File: src/rtl/addsub_pipe_if.sv
// Handshake and data bundle for addsub_pipe.
//   Upstream side  : in_valid, in_ready, a, b, m (0 = add, 1 = subtract), sat (saturate on overflow)
//   Downstream side: out_valid, out_ready, s (result), c (carry out), v (signed overflow),
//                    z (result is zero)
// The master modport is the side that supplies operands and consumes results; the slave
// modport is the adder/subtractor itself.
interface addsub_pipe_if #(
  parameter int unsigned W = 32
) ();

  logic         in_valid;
  logic         in_ready;
  logic [W-1:0] a;
  logic [W-1:0] b;
  logic         m;
  logic         sat;

  logic         out_valid;
  logic         out_ready;
  logic [W-1:0] s;
  logic         c;
  logic         v;
  logic         z;

  modport master (
    output in_valid, a, b, m, sat, out_ready,
    input  in_ready, out_valid, s, c, v, z
  );

  modport slave (
    input  in_valid, a, b, m, sat, out_ready,
    output in_ready, out_valid, s, c, v, z
  );

endinterface

File: src/rtl/addsub_pipe.sv
// Pipelined two's-complement adder/subtractor.
//
// The W-bit operation is cut into STAGES chunks of CW = W/STAGES bits. Stage k resolves chunk k
// with carry-lookahead and hands its carry-out, registered, to stage k+1. Operand chunks that are
// not resolved yet and result chunks that already are travel along in skew registers. A final
// output register holds s/c/v/z and out_valid.
//
// Ports:
//   clk    - clock, rising edge
//   rst_n  - asynchronous active-low reset; discards everything in flight
//   bus    - addsub_pipe_if slave modport (valid/ready in, valid/ready out, operands, results)
//
// Parameters:
//   W      - operand/result width, must be a multiple of STAGES and >= 2
//   STAGES - pipeline depth and chunk count, >= 1; latency is STAGES cycles
//
// Flow control: the whole pipeline shares one advance enable, en = !out_valid || out_ready.
// Bubbles are kept as valid=0 entries so latency is always exactly STAGES enabled edges.
module addsub_pipe #(
  parameter int unsigned W      = 32,
  parameter int unsigned STAGES = 4
) (
  input logic         clk,
  input logic         rst_n,
  addsub_pipe_if.slave bus
);

  localparam int CW   = int'(W / STAGES);
  localparam int NS   = int'(STAGES);
  localparam int LAST = NS - 1;

  // Carry vector of one chunk in flattened lookahead form: carry into bit i+1 is the OR of every
  // generate at j <= i propagated through bits j+1..i, plus carry-in propagated through 0..i.
  // Bit 0 is the carry-in, bit CW is the chunk carry-out.
  function automatic logic [CW:0] lookahead(input logic [CW-1:0] x,
                                            input logic [CW-1:0] y,
                                            input logic          cin);
    logic [CW-1:0] g;
    logic [CW-1:0] p;
    logic [CW:0]   cy;
    logic          term;
    logic          acc;
    g     = x & y;
    p     = x ^ y;
    cy    = '0;
    cy[0] = cin;
    for (int i = 0; i < CW; i++) begin
      acc = 1'b0;
      for (int j = 0; j <= i; j++) begin
        term = g[j];
        for (int l = j + 1; l <= i; l++) begin
          term = term & p[l];
        end
        acc = acc | term;
      end
      term = cin;
      for (int l = 0; l <= i; l++) begin
        term = term & p[l];
      end
      cy[i+1] = acc | term;
    end
    return cy;
  endfunction

  // Flow control
  logic en;
  logic accept;

  // Stage registers. b_q already holds b ^ {W{m}}; cy_q[0] holds m, the initial carry-in, so
  // every stage simply uses its own cy_q as carry-in.
  logic         vld_q [STAGES];
  logic [W-1:0] a_q   [STAGES];
  logic [W-1:0] b_q   [STAGES];
  logic [W-1:0] res_q [STAGES];
  logic         cy_q  [STAGES];
  logic         sat_q [STAGES];

  // Per-stage combinational results
  logic [W-1:0] res_nx  [STAGES];
  logic         cy_nx   [STAGES];
  logic         msb_cin [STAGES];
  logic [CW:0]  cv;

  // Final-stage results before the output register
  logic [W-1:0] s_raw;
  logic [W-1:0] s_fin;
  logic         c_raw;
  logic         v_raw;
  logic         z_fin;

  // Output register
  logic         out_valid_q;
  logic [W-1:0] s_q;
  logic         c_q;
  logic         v_q;
  logic         z_q;

  assign en           = !out_valid_q || bus.out_ready;
  assign accept       = bus.in_valid && en;
  assign bus.in_ready = en;

  // Resolve chunk k in stage k and merge it into the forwarded result word.
  always_comb begin
    cv = '0;
    for (int k = 0; k < NS; k++) begin
      cv         = lookahead(a_q[k][k*CW +: CW], b_q[k][k*CW +: CW], cy_q[k]);
      res_nx[k]  = res_q[k];
      res_nx[k][k*CW +: CW] = a_q[k][k*CW +: CW] ^ b_q[k][k*CW +: CW] ^ cv[CW-1:0];
      cy_nx[k]   = cv[CW];
      msb_cin[k] = cv[CW-1];
    end
  end

  // Flags and saturation. The overflow direction follows the sign of operand A, which is also
  // the sign of the mathematically correct result whenever overflow occurs.
  always_comb begin
    s_raw = res_nx[LAST];
    c_raw = cy_nx[LAST];
    v_raw = cy_nx[LAST] ^ msb_cin[LAST];
    s_fin = s_raw;
    if (sat_q[LAST] && v_raw) begin
      if (a_q[LAST][W-1]) begin
        s_fin = {1'b1, {(W-1){1'b0}}};
      end else begin
        s_fin = {1'b0, {(W-1){1'b1}}};
      end
    end
    z_fin = (s_fin == '0);
  end

  always_ff @(posedge clk or negedge rst_n) begin
    if (!rst_n) begin
      for (int k = 0; k < NS; k++) begin
        vld_q[k] <= 1'b0;
        a_q[k]   <= '0;
        b_q[k]   <= '0;
        res_q[k] <= '0;
        cy_q[k]  <= 1'b0;
        sat_q[k] <= 1'b0;
      end
      out_valid_q <= 1'b0;
      s_q         <= '0;
      c_q         <= 1'b0;
      v_q         <= 1'b0;
      z_q         <= 1'b0;
    end else if (en) begin
      // Stage 0 always loads; without an accepted transaction it becomes a bubble.
      vld_q[0] <= accept;
      a_q[0]   <= bus.a;
      b_q[0]   <= bus.b ^ {W{bus.m}};
      res_q[0] <= '0;
      cy_q[0]  <= bus.m;
      sat_q[0] <= bus.sat;
      for (int k = 1; k < NS; k++) begin
        vld_q[k] <= vld_q[k-1];
        a_q[k]   <= a_q[k-1];
        b_q[k]   <= b_q[k-1];
        res_q[k] <= res_nx[k-1];
        cy_q[k]  <= cy_nx[k-1];
        sat_q[k] <= sat_q[k-1];
      end
      out_valid_q <= vld_q[LAST];
      s_q         <= s_fin;
      c_q         <= c_raw;
      v_q         <= v_raw;
      z_q         <= z_fin;
    end
  end

  assign bus.out_valid = out_valid_q;
  assign bus.s         = s_q;
  assign bus.c         = c_q;
  assign bus.v         = v_q;
  assign bus.z         = z_q;

endmodule

File: src/flat_wrapper.sv
// flat-port wrapper written by rule: the top's interface ports become plain ports
module addsub_pipe_flat 
#(
  parameter int unsigned W      = 32,
  parameter int unsigned STAGES = 4
)
  (clk, rst_n, bus_in_valid, bus_a, bus_b, bus_m, bus_sat, bus_out_ready, bus_in_ready, bus_out_valid, bus_s, bus_c, bus_v, bus_z);
  addsub_pipe_if #(.W(W)) bus_i ();
  input logic clk;
  input logic rst_n;
  input wire logic [$bits(bus_i.in_valid)-1:0] bus_in_valid;
  input wire logic [$bits(bus_i.a)-1:0] bus_a;
  input wire logic [$bits(bus_i.b)-1:0] bus_b;
  input wire logic [$bits(bus_i.m)-1:0] bus_m;
  input wire logic [$bits(bus_i.sat)-1:0] bus_sat;
  input wire logic [$bits(bus_i.out_ready)-1:0] bus_out_ready;
  output wire logic [$bits(bus_i.in_ready)-1:0] bus_in_ready;
  output wire logic [$bits(bus_i.out_valid)-1:0] bus_out_valid;
  output wire logic [$bits(bus_i.s)-1:0] bus_s;
  output wire logic [$bits(bus_i.c)-1:0] bus_c;
  output wire logic [$bits(bus_i.v)-1:0] bus_v;
  output wire logic [$bits(bus_i.z)-1:0] bus_z;
  assign bus_i.in_valid = bus_in_valid;
  assign bus_i.a = bus_a;
  assign bus_i.b = bus_b;
  assign bus_i.m = bus_m;
  assign bus_i.sat = bus_sat;
  assign bus_i.out_ready = bus_out_ready;
  assign bus_in_ready = bus_i.in_ready;
  assign bus_out_valid = bus_i.out_valid;
  assign bus_s = bus_i.s;
  assign bus_c = bus_i.c;
  assign bus_v = bus_i.v;
  assign bus_z = bus_i.z;
  addsub_pipe #(.W(W), .STAGES(STAGES)) u_core (.clk(clk), .rst_n(rst_n), .bus(bus_i));
endmodule
File: config.mk
export PLATFORM = sky130hd
export DESIGN_NAME = addsub_pipe_flat
export DESIGN_NICKNAME = d
export VERILOG_FILES = /design/src/rtl/addsub_pipe_if.sv /design/src/rtl/addsub_pipe.sv /design/src/flat_wrapper.sv
export SDC_FILE = /design/constraint.sdc
export NUM_CORES = 1
export LEC_CHECK = 0
export CAP_MARGIN = 20
export CORE_ASPECT_RATIO = 1.4
export CORE_MARGIN = 2
export CORE_UTILIZATION = 40
export DETAILED_ROUTE_END_ITERATION = 6
export GPL_ROUTABILITY_DRIVEN = 0
export PLACE_DENSITY = 0.64
export SYNTH_ARGS = -nofsm -noshare
export SYNTH_HDL_FRONTEND = slang
export SYNTH_SLANG_ARGS = --single-unit
File: constraint.sdc
create_clock -name clk -period 6.9 [get_ports clk]
set_input_delay 0.69 -clock clk [delete_from_list [all_inputs] [get_ports clk]]
set_output_delay 0.69 -clock clk [all_outputs]
set_load 0.005 [all_outputs]
# Yosys cells after proc, flatten, opt, wreduce, memory -nomap -nowiden
# Index checks and enable logic that the tools add are counted.
# totals
out_inout_bits,37
inputBits,70
elab_cells,337
ff_bits,352
# classes
bitwise,302
reduce_logical,5
mux,2
# ops
cell,n
1-bit AND,144
1-bit OR,144
32-bit 2-to-1 mux,2
8-bit bitwise XOR,8
8-bit AND,4
32-bit zero test,1
32-bit bitwise XOR,1
1-bit logical AND,2
1-bit zero test,1
1-bit logical OR,1
1-bit bitwise XOR,1

# Depth between registers and ports, before layout
# Gate-level depths: netlist of run 1.
# depth
word_depth,20
ltp_mapped,10

# Least setup slack after synthesis of run 1
# Ideal clock, no wire load.
# synth_timing
path_kind,register to register
startpoint,reg u_core.b_q[24] (netlist bit)
endpoint,reg u_core.s_q[23] (netlist: u_core.bus.s[23])
required_ns,6.774
setup_slack_ns,4.434
setup_ns,0.126
synth_period_minus_slack_ns,2.466
path_buffers,2
path_stages_with_launch,11
arrival_time_ns,2.340
path_cell_list,dfrtp_1 ha_1 ha_1 o21a_1 o22ai_4 o221ai_4 mux2i_2 nor3_1 buf_6 buf_6 a221o_1
# synth_between
elab_chain_len,19
elab_cells_between_ends,35
classes_between,mux: 1; bitwise: 33; reduce/logical: 1
# synth_rtl
item,line,source
"start, declared",addsub_pipe.sv:73,logic [W-1:0] b_q [STAGES];
"start signal, assigned by index",addsub_pipe.sv:157,b_q[k] <= b_q[k-1];
8-bit AND,addsub_pipe.sv:43,g = x & y;
1-bit AND (7 in a row),addsub_pipe.sv:52,term = term & p[l];
1-bit OR (7 in a row),addsub_pipe.sv:54,acc = acc | term;
1-bit OR,addsub_pipe.sv:60,cy[i+1] = acc | term;
1-bit bitwise XOR (*),addsub_pipe.sv:119,v_raw = cy_nx[LAST] ^ msb_cin[LAST];
1-bit logical AND (*),addsub_pipe.sv:121,if (sat_q[LAST] && v_raw) begin
32-bit 2-to-1 mux (*),addsub_pipe.sv:121,
"end signal, assigned",addsub_pipe.sv:163,s_q <= s_fin;
"end, declared",addsub_pipe.sv:93,logic [W-1:0] s_q;
# Every way passes the cells marked *; elsewhere a longest branch is shown, timed or not.
# A chain may end at the register's enable or synchronous reset.

# Worst setup path in the final report of run 1
# layout_timing
startpoint,in bus_out_ready
endpoint,out bus_in_ready
# layout_between
elab_chain_len,1
# layout_rtl
item,line,source
"start, declared",flat_wrapper.sv:16,input wire logic [$bits(bus_i.out_ready)-1:0] bus_out_ready;
1-bit logical OR,addsub_pipe.sv:98,assign en = !out_valid_q || bus.out_ready;
"end, declared",flat_wrapper.sv:17,output wire logic [$bits(bus_i.in_ready)-1:0] bus_in_ready;
# Every way passes these cells.

==> results of run 1 <==
-- worst reg2reg max path: stages, from the launching register on --
cell	delay (ps)
dfrtp_1	380
nor2b_4	130
buf_12	290
inv_6	760
buf_4	820
o21ai_0	310
o31ai_1	290
-- metal layers --
metal,GRT usage (%),vias up
met5,0,-
met4,3.57,0
met3,2.10,20
met2,23.6,121
met1,22.0,3580
li1,-,3917
-- flip-flops by register name, indices dropped and copies added (netlist names) --
register and count:
u_core.cv 1, u_core.res_nx 48, u_core.bus.v 1, u_core.sat_q 4
u_core.a_q 80, u_core.vld_q 4, u_core.bus.s 32, u_core.bus.z 1
u_core.cy_q 3, u_core.bus.c 1, u_core.bus.out_valid 1, u_core.b_q 80
-- worst max path at each step --
stage	end	slack [ps]	depth (start not counted)
after floorplan	u_core.bus.s[23]	4430	10
after global placement	u_core.bus.z	3110	7
after detailed placement	u_core.bus.z	3040	7
after CTS	bus_in_ready	3210	5
after global routing	bus_in_ready	3040	5
final	bus_in_ready	3160	5
-- power groups by stage --
stage	combinational [mW]	sequential, mW	clock [mW]
6_report	2.22	2.57	1.49
5_1_grt	2.55	2.66	1.58
4_1_cts	2.24	2.57	1.53
3_5_place_dp	2.23	2.60	0
3_3_place_gp	2.16	2.59	0
2_1_floorplan	1.62	2.49	0
-- logic make-up after synthesis --
family                   Yosys count  synth area share (%)
AO/OA/AOI/OAI                    146                  9.40
XOR/XNOR                          45                  3.58
adder cells (fa/ha/maj)           40                  4.82
buffers and inverters             81                  3.06
flip-flops                       256                  58.2
multiplexers                       3                 0.307
AND/OR/NAND/NOR                  584                  20.6
-- layout make-up --
type                            count  area share, %
Sequential cell                   256           48.2
Clock inverter                     10           1.51
Inverter                           18          0.546
Clock buffer                       33           5.31
Timing Repair Buffer              115           8.94
Multi-Input combinational cell    818           32.1
Tap cell                          365           3.43
-- metrics by stage --
stage,power [mW],hold WS (ps)
final,6.28,172
after global routing,6.79,230
after CTS,6.34,211
after detailed placement,4.83,447
after global placement,4.74,443
after floorplan,4.11,394
-- cell usage in the layout, fill, tap and decap left out, drive strengths merged, types with 2 or more instances in the layout --
cell type and n:
a21boi 3, nand2 519, mux2i 3, clkdlybuf4s50 104, and2 3, o31ai 7
a211oi 3, a221o 29, o21a 8, dfrtp 256, a31o 3, a21oi 21
xor2 8, clkinv 4, inv 18, o211ai 4, a41o 3, nor3 7
ha 36, a22o 3, o21ai 51, o22ai 2, or3 6, nand3 5
buf 11, nor2 33, nor4 7, xnor2 37, fa 4, clkbuf 33
bufinv 6, a21o 3, a22oi 3
-- synthesized netlist by cell type, types with 4 or more instances --
library cell    n  share of area [%]
inv_1          17               0.58
nand3_1         5               0.23
a221o_1        29                2.6
or3_1           5               0.28
xor2_1          8               0.64
nor4_1          7               0.40
buf_6           4               0.41
nor3_1          7               0.32
clkbuf_1       50                1.7
nand2_1       519                 18
o21a_1          8               0.55
xnor2_1        37                2.9
a21oi_1        21               0.96
buf_1           7               0.24
dfrtp_1       256                 58
fa_1            4               0.73
o211ai_1        4               0.27
nor2_1         33                1.1
ha_1           36                4.1
o21ai_0        51                2.3
o31ai_1         7               0.48
==> impl_metrics.csv, run 1 <==
group,metric,value,unit
critical_path,critPathRequiredTime,6210,ps
placed_design,dp_slack,3040,ps
sta,rsz0062_at_grt,"no",
sta,layout_min_cycle_time,3740,ps
power,intPower,4.15,mW
global_routing,grt_pass1_wl,36200,um
layout,utilization,49.3,%
synthesis,synthFlopType,"dfrtp_1",
critical_path,reg2reg_depth,6,
clock_network,clock_latency,520,ps
layout,final_cells,1615,
layout,final_area,0.0133,mm^2
floorplan,die_height,200,um
run,maxCapViolCount,0,
floorplan,rows,71,
floorplan,dieArea,0.0289,mm^2
sta,finClkSkew,11.4,ps
status,status,"completed",
critical_path,cp.arrival,3050,ps
critical_path,reg2reg_slack,3820,ps
floorplan,die_x,144,um
global_routing,grt_pass1_vias,7504,
critical_path,startpoint_type,"primary input",
critical_path,crit_chain,"clkdlybuf4s50_1, nor2b_4, buf_12, inv_6, clkdlybuf4s50_1",
critical_path,crit_top_cell,"clkdlybuf4s50_1",
sta,maxSlewHeadroom,33.0,%
synthesis,synth_edf_count,0,
global_routing,track_usage,15.0,%
clock_network,cts_setup_buffers,0,
route,antenna_left,0,
clock_network,clk_pin_slew_worst_paths,60,ps
route,wl_per_cell,13.2,um
synthesis,syn_nets,1265,
power,p_per_area,472,mW/mm^2
synthesis,ys_types,43,
clock_network,cts_resized,0,
synthesis,synth_warnings,0,
placed_design,portBuffers,106,
sta,setup_tns,0,ps
hold_path,hold_path.class,"primary input to asynchronous set/reset pin",
layout,drive_above_1_share,4.96,%
clock_network,cts_buffers,24,
clock_network,htreeDepth,1,
clock_network,cts_hold_buf,0,
critical_path,cp_max_fo,191,
synthesis,ys_seq_elements,256,
floorplan,pin_count,107,
clock_network,cts.sinks,256,
synthesis,seq_area_frac_synth,58.2,%
layout,fill_cells,2555,
power,peakVddDrop,0.000184,V
layout,seq_area,0.00641,mm^2
sta,setup-violations-final,0,
power,clockPowerShare,23.7,%
power,p_sw_share,33.9,%
route,wl_met3,831,um
clock_network,cts.path.max_buffers,3,
route,dr.pass1.iters,4,
sta,fin_crit_sh,54.2,%
sta,maxSlewViolCount,0,
power,cellLeakagePower,6.41,nW
placed_design,placed_area,0.0123,mm^2
critical_path,r2r_end,"u_core.bus.z",
global_routing,antenna_found_initial,0,
layout,nets,1343,
power,p_switching,2.13,mW
route,vias,7638,
route,wl_met1,10500,um
critical_path,cp_top_family,"buffers and inverters",
route,drc,0,
floorplan,initial_core_util,40.7,%
sta,hold_viol_final,0,
sta,fmax,268,MHz
synthesis,synthCells,1155,
route,via_per_inst,4.73,
layout,area_growth_syn_to_layout,20.9,%
sta,layout_setup_ws,3160,ps
critical_path,slowest_stage,"clkdlybuf4s50_1",
power,p_seq_share,40.9,%
layout,multi_input_area,0.00427,mm^2
critical_path,setup.worst_path.start,"bus_out_ready",
clock_network,cts_tree,"yes",
synthesis,synth_async_sr_flop_share,100,%
floorplan,core_area,0.0270,mm^2
critical_path,rr_startpoint,"u_core.bus.out_valid",
placed_design,place_hpwl,13700,um
critical_path,end_kind,"primary output",
route,wirelength,21300,um
synthesis,synth.avg_cell_area,9.52,um^2
critical_path,critPathMaxStageDelay,600,ps
layout,num_antenna_cells,0,
route,drt_iter0_markers,448,
placed_design,dpl.cell_count,1569,
global_routing,grt_max_degree,192,
sta,tightest_slew,1010,ps
route,route.met2.wl,9590,um
synthesis,netlist_area,0.0110,mm^2
route,highest_layer,"met4",
critical_path,crit_buf_inv,4,
critical_path,path_class,"primary input to primary output",
power,p_comb_share,35.4,%
global_routing,grt.overflow.total,0,
clock_network,cts-root-buf,"clkbuf_16",
Note: power is estimated with default switching activity, not from simulation.
==> run 2: changes to the inputs <==
==> constraint.sdc (replaced) <==
create_clock -name clk -period 3.56 [get_ports clk]
set_input_delay 0.356 -clock clk [delete_from_list [all_inputs] [get_ports clk]]
set_output_delay 0.356 -clock clk [all_outputs]
set_load 0.005 [all_outputs]
==> run 2 against run 1 <==
  * Die area stayed put
  * Design area fell by 0.25%
  * Wire length up 1.1%
  * Sequential power rose by 94%
  * Clock skew is essentially flat
==> impl_metrics.csv, run 2 (synthesized netlist as in run 1, its figures left out) <==
group,metric,value,unit
status,status,"completed",
floorplan,rows,71,
critical_path,path_class,"flop to flop",
floorplan,initial_core_util,40.7,%
clock_network,cts_buffers,24,
layout,fill_cells,2623,
critical_path,setup.worst_path.start,"u_core.b_q[24]",
floorplan,die_height,200,um
floorplan,core_area,0.0270,mm^2
clock_network,cts_resized,0,
route,drt_iter0_markers,494,
critical_path,rr_startpoint,"u_core.b_q[24]",
hold_path,hold_path_depth,3,
power,p_comb_share,35.9,%
placed_design,place_hpwl,14300,um
route,via_per_inst,4.72,
sta,maxSlewHeadroom,34.7,%
hold_path,hold_path.class,"primary input to flop",
clock_network,cts-root-buf,"clkbuf_16",
sta,hold_viol_final,0,
power,p_sw_share,34.4,%
clock_network,cts.sinks,256,
global_routing,grt_pass1_vias,7392,
floorplan,pin_count,107,
critical_path,critPathRequiredTime,3960,ps
sta,setup-violations-final,0,
global_routing,track_usage,15.3,%
sta,tightest_slew,980,ps
layout,area_growth_syn_to_layout,20.6,%
hold_path,hp-start,"bus_a[9]",
floorplan,die_x,144,um
layout,final_common_cell,"nand2_1",
route,wirelength,21500,um
layout,num_antenna_cells,0,
critical_path,end_kind,"flop",
sta,layout_min_cycle_time,2640,ps
layout,final_cell_mix,"nand2_1 (519), dfrtp_1 (256), clkdlybuf4s50_1 (104), o21ai_0 (51), xnor2_1 (37)",
global_routing,grt_max_degree,153,
sta,fmax,379,MHz
power,intPower,7.91,mW
critical_path,reg2reg_depth,9,
clock_network,cts.path.max_buffers,3,
global_routing,antenna_found_initial,0,
sta,maxSlewViolCount,0,
power,clockPowerShare,22.8,%
floorplan,dieArea,0.0289,mm^2
placed_design,portBuffers,106,
clock_network,htreeDepth,1,
critical_path,cp_max_fo,29,
layout,nets,1347,
critical_path,reg2reg_slack,920,ps
route,vias,7648,
sta,finClkSkew,11.5,ps
route,dr.pass1.iters,4,
layout,multi_input_area,0.00427,mm^2
power,p_switching,4.16,mW
route,wl_per_cell,13.3,um
power,p_seq_share,41.3,%
clock_network,clk_pin_slew_worst_paths,70,ps
power,peakVddDrop,0.000422,V
route,drc,0,
layout,drive_above_1_share,5.02,%
hold_path,holdPathEnd,"u_core.a_q[105]",
critical_path,startpoint_type,"flop",
sta,setup_tns,0,ps
power,cellLeakagePower,6.39,nW
sta,rsz0062_at_grt,"no",
clock_network,cts_tree,"yes",
global_routing,grt.overflow.total,0,
layout,seq_area,0.00641,mm^2
power,p_per_area,909,mW/mm^2
critical_path,r2r_end,"u_core.bus.s[29]",
run,maxCapViolCount,0,
critical_path,cp.arrival,3030,ps
power,power.total,12.1,mW
global_routing,grt_pass1_wl,36900,um
clock_network,clock_latency,520,ps
sta,fin_crit_sh,74.0,%
route,antenna_left,0,
[run 2: layout make-up]
| cell class | instances | share of cell area [%] |
|---|---|---|
| Timing Repair Buffer | 119 | 9.03 |
| Sequential cell | 256 | 48.3 |
| Clock inverter | 8 | 1.09 |
| Clock buffer | 36 | 5.40 |
| Multi-Input combinational cell | 818 | 32.2 |
| Tap cell | 365 | 3.44 |
| Inverter | 18 | 0.547 |
[run 2: worst max-delay path, stage by stage, from the launching register on]
cell and delay, ps:
dfrtp_1 380, ha_1 290, ha_1 210, o21a_1 230, o22ai_4 250, o221ai_4 200
mux2i_1 320, nor2_2 50, buf_4 240, a221o_1 340
[run 2: power groups by stage]
stage               Combinational (mW)  Clock [mW]  Sequential (mW)
floorplan                         3.14           0             4.83
global placement                  4.24           0             5.02
detailed placement                4.37           0             5.05
CTS                               4.40        2.82             5.00
global route                      4.99        2.95             5.16
finish                            4.33        2.75             4.99
[run 2: what timing repair did]
action	CTS	global route
hold buffers	1	0
hold endpoints to repair	112	0
endpoints found under the setup margin	0	0
setup buffers	0	0
[run 2: per-stage QoR]
stage,cells,area (um^2),utilization [%],hold WS (ps),setup slack (ps)
2_1_floorplan,1155,11000,-,60.4,1090
3_3_place_gp,1575,12400,45.9,448,1000
3_5_place_dp,1575,12400,45.9,455,929
4_1_cts,1620,13300,49.1,350,923
5_1_grt,1620,13300,49.1,362,751
6_report,1620,13300,49.1,368,924
[run 2: worst max path at each step]
| stage | end | slack (ps) | cells past startpoint |
|---|---|---|---|
| 2_1_floorplan | u_core.bus.s[27] | 1090 | 10 |
| 3_3_place_gp | u_core.b_q[117] | 1000 | 5 |
| 3_5_place_dp | u_core.bus.s[29] | 930 | 9 |
| 4_1_cts | u_core.bus.s[29] | 920 | 9 |
| 5_1_grt | u_core.bus.s[29] | 750 | 9 |
| 6_report | u_core.bus.s[29] | 920 | 9 |
[run 2: layer usage]
metal  track usage (%)  wire (um)
met1              23.2      10700
met2              23.8       9770
met3              1.77        714
met4              3.40        303
met5                 0          0
==> run 3: changes to the inputs <==
==> constraint.sdc (replaced) <==
create_clock -name clk -period 2.8 [get_ports clk]
set_input_delay 0.28 -clock clk [delete_from_list [all_inputs] [get_ports clk]]
set_output_delay 0.28 -clock clk [all_outputs]
set_load 0.005 [all_outputs]
==> run 3 against run 2 <==
  * Non-clock buffer count rose by 2
  * Count of clock-buffer cells in the layout rose by 2
  * Hold slack got worse by 66 ps
  * Flip-flop and latch count did not move
  * Via count rose by 0.47%
  * Fmax rose by 0.46%
  * Sequential power rose by 27%
  * Design area rose by 0.18%
  * Final cell count barely moved
  * Clock power rose by 22%
  * Register-to-register slack got worse by 750 ps
  * Utilization rose by 0.088 points
==> impl_metrics.csv, run 3 (synthesized netlist as in run 1, its figures left out) <==
group,metric,value,unit
sta,layout_setup_ws,176,ps
critical_path,reg2reg_depth,9,
clock_network,cts_setup_buffers,0,
route,vias,7684,
global_routing,grt_pass1_vias,7485,
critical_path,critPathRequiredTime,3180,ps
route,dr.pass1.iters,4,
critical_path,crit_top_cell,"ha_1",
sta,fmax,381,MHz
layout,final_cell_mix,"nand2_1 (519), dfrtp_1 (256), clkdlybuf4s50_1 (104), o21ai_0 (51), xnor2_1 (37)",
clock_network,htreeDepth,1,
critical_path,cp_max_fo,29,
hold_path,holdPathEnd,"u_core.a_q[105]",
power,peakVddDrop,0.000462,V
critical_path,cp.arrival,3010,ps
sta,tightest_slew,997,ps
critical_path,path_class,"flop to flop",
global_routing,grt_pass1_wl,36800,um
sta,fin_crit_sh,93.7,%
sta,layout_min_cycle_time,2620,ps
critical_path,r2r_end,"u_core.bus.s[29]",
floorplan,core_area,0.0270,mm^2
placed_design,portBuffers,106,
floorplan,rows,71,
layout,drive_above_1_share,5.18,%
critical_path,crit_chain,"ha_1, ha_1, o21a_1, o22ai_4, o221ai_4, mux2i_1, nor2_2, buf_4, a221o_1",
power,cellLeakagePower,6.40,nW
global_routing,grt.overflow.total,0,
clock_network,cts_tree,"yes",
hold_path,hp-start,"bus_a[9]",
floorplan,dieArea,0.0289,mm^2
sta,maxSlewHeadroom,33.6,%
route,drc,0,
sta,maxSlewViolCount,0,
sta,finClkSkew,12.8,ps
sta,hold_viol_final,0,
global_routing,antenna_found_initial,0,
power,p_per_area,1150,mW/mm^2
critical_path,rr_startpoint,"u_core.b_q[24]",
route,wirelength,21600,um
critical_path,critPathMaxStageDelay,380,ps
layout,area_growth_syn_to_layout,20.8,%
layout,num_antenna_cells,0,
clock_network,cts.path.max_buffers,3,
route,antenna_left,0,
layout,fill_cells,2548,
critical_path,slowest_stage,"dfrtp_1",
clock_network,clock_latency,500,ps
route,wl_per_cell,13.3,um
global_routing,track_usage,15.2,%
sta,setup-violations-final,0,
critical_path,startpoint_type,"flop",
status,status,"completed",
floorplan,pin_count,107,
layout,nets,1350,
placed_design,place_hpwl,14700,um
placed_design,dp_slack,177,ps
floorplan,initial_core_util,40.7,%
critical_path,reg2reg_slack,180,ps
global_routing,grt_max_degree,161,
clock_network,cts-root-buf,"clkbuf_16",
route,via_per_inst,4.74,
route,drt_iter0_markers,468,
run,maxCapViolCount,0,
clock_network,cts_buffers,25,
critical_path,end_kind,"flop",
sta,rsz0062_at_grt,"no",
clock_network,clk_pin_slew_worst_paths,60,ps
sta,setup_tns,0,ps
critical_path,setup.worst_path.start,"u_core.b_q[24]",
hold_path,hold_path_depth,3,
floorplan,die_x,144,um
hold_path,hold_path.class,"primary input to flop",
floorplan,die_height,200,um
clock_network,cts.sinks,256,
layout,final_common_cell,"nand2_1",
## run 3: repair_timing
item	CTS	global route
hold buffers	1	0
endpoints found under the hold margin	77	0
resized for setup	0	0
## run 3: per-layer routing
layer  up-vias  part of all wire (%)  track usage, %
met5         -                     0               0
met2       129                    47            24.2
met1      3611                    48            22.8
met3        14                   3.8            1.84
li1       3930                     -               -
met4         0                   1.2            2.81
## run 3: worst max path at each step
stage	to	slack, ps	depth (start not counted)
3_5_place_dp	u_core.bus.s[29]	180	9
4_1_cts	u_core.bus.s[29]	160	9
2_1_floorplan	u_core.bus.s[27]	330	10
3_3_place_gp	u_core.bus.s[29]	250	9
5_1_grt	u_core.bus.s[29]	9	9
6_report	u_core.bus.s[29]	180	9
## run 3: per-stage QoR
stage	utilization (%)	instances	area (um^2)	hold slack (ps)	power, mW
2_1_floorplan	-	1155	11000	-15.6	10.1
3_3_place_gp	46.1	1577	12400	309	11.8
3_5_place_dp	46.1	1577	12400	306	12.0
4_1_cts	49.2	1621	13300	281	15.4
5_1_grt	49.2	1621	13300	297	16.5
6_report	49.2	1621	13300	302	15.2
## run 3: cell type report
cell class	count	area, um^2	share of cell area [%]
repair buffers	121	1250	9.41
well taps	365	457	3.44
inverters	18	72.6	0.546
clock inverters	5	78.8	0.593
multi-input cells	818	4270	32.1
clock buffers	38	754	5.68
flip-flops and latches	256	6410	48.2
## run 3: report_power, final
part	total (mW)	internal (mW)	switching, mW
Sequential	6.34	5.36	0.973
Clock	3.36	2.03	1.33
Combinational	5.54	2.59	2.95
Total	15.2	9.98	5.25
## run 3: worst max-delay path, delay by kind of cell (launching register included)
family          cells  cell delay, ps
simple gates        1              50
flops               1             380
buf+inv             1             230
fa+ha+maj           2             510
mux                 1             320
compound gates      4            1010
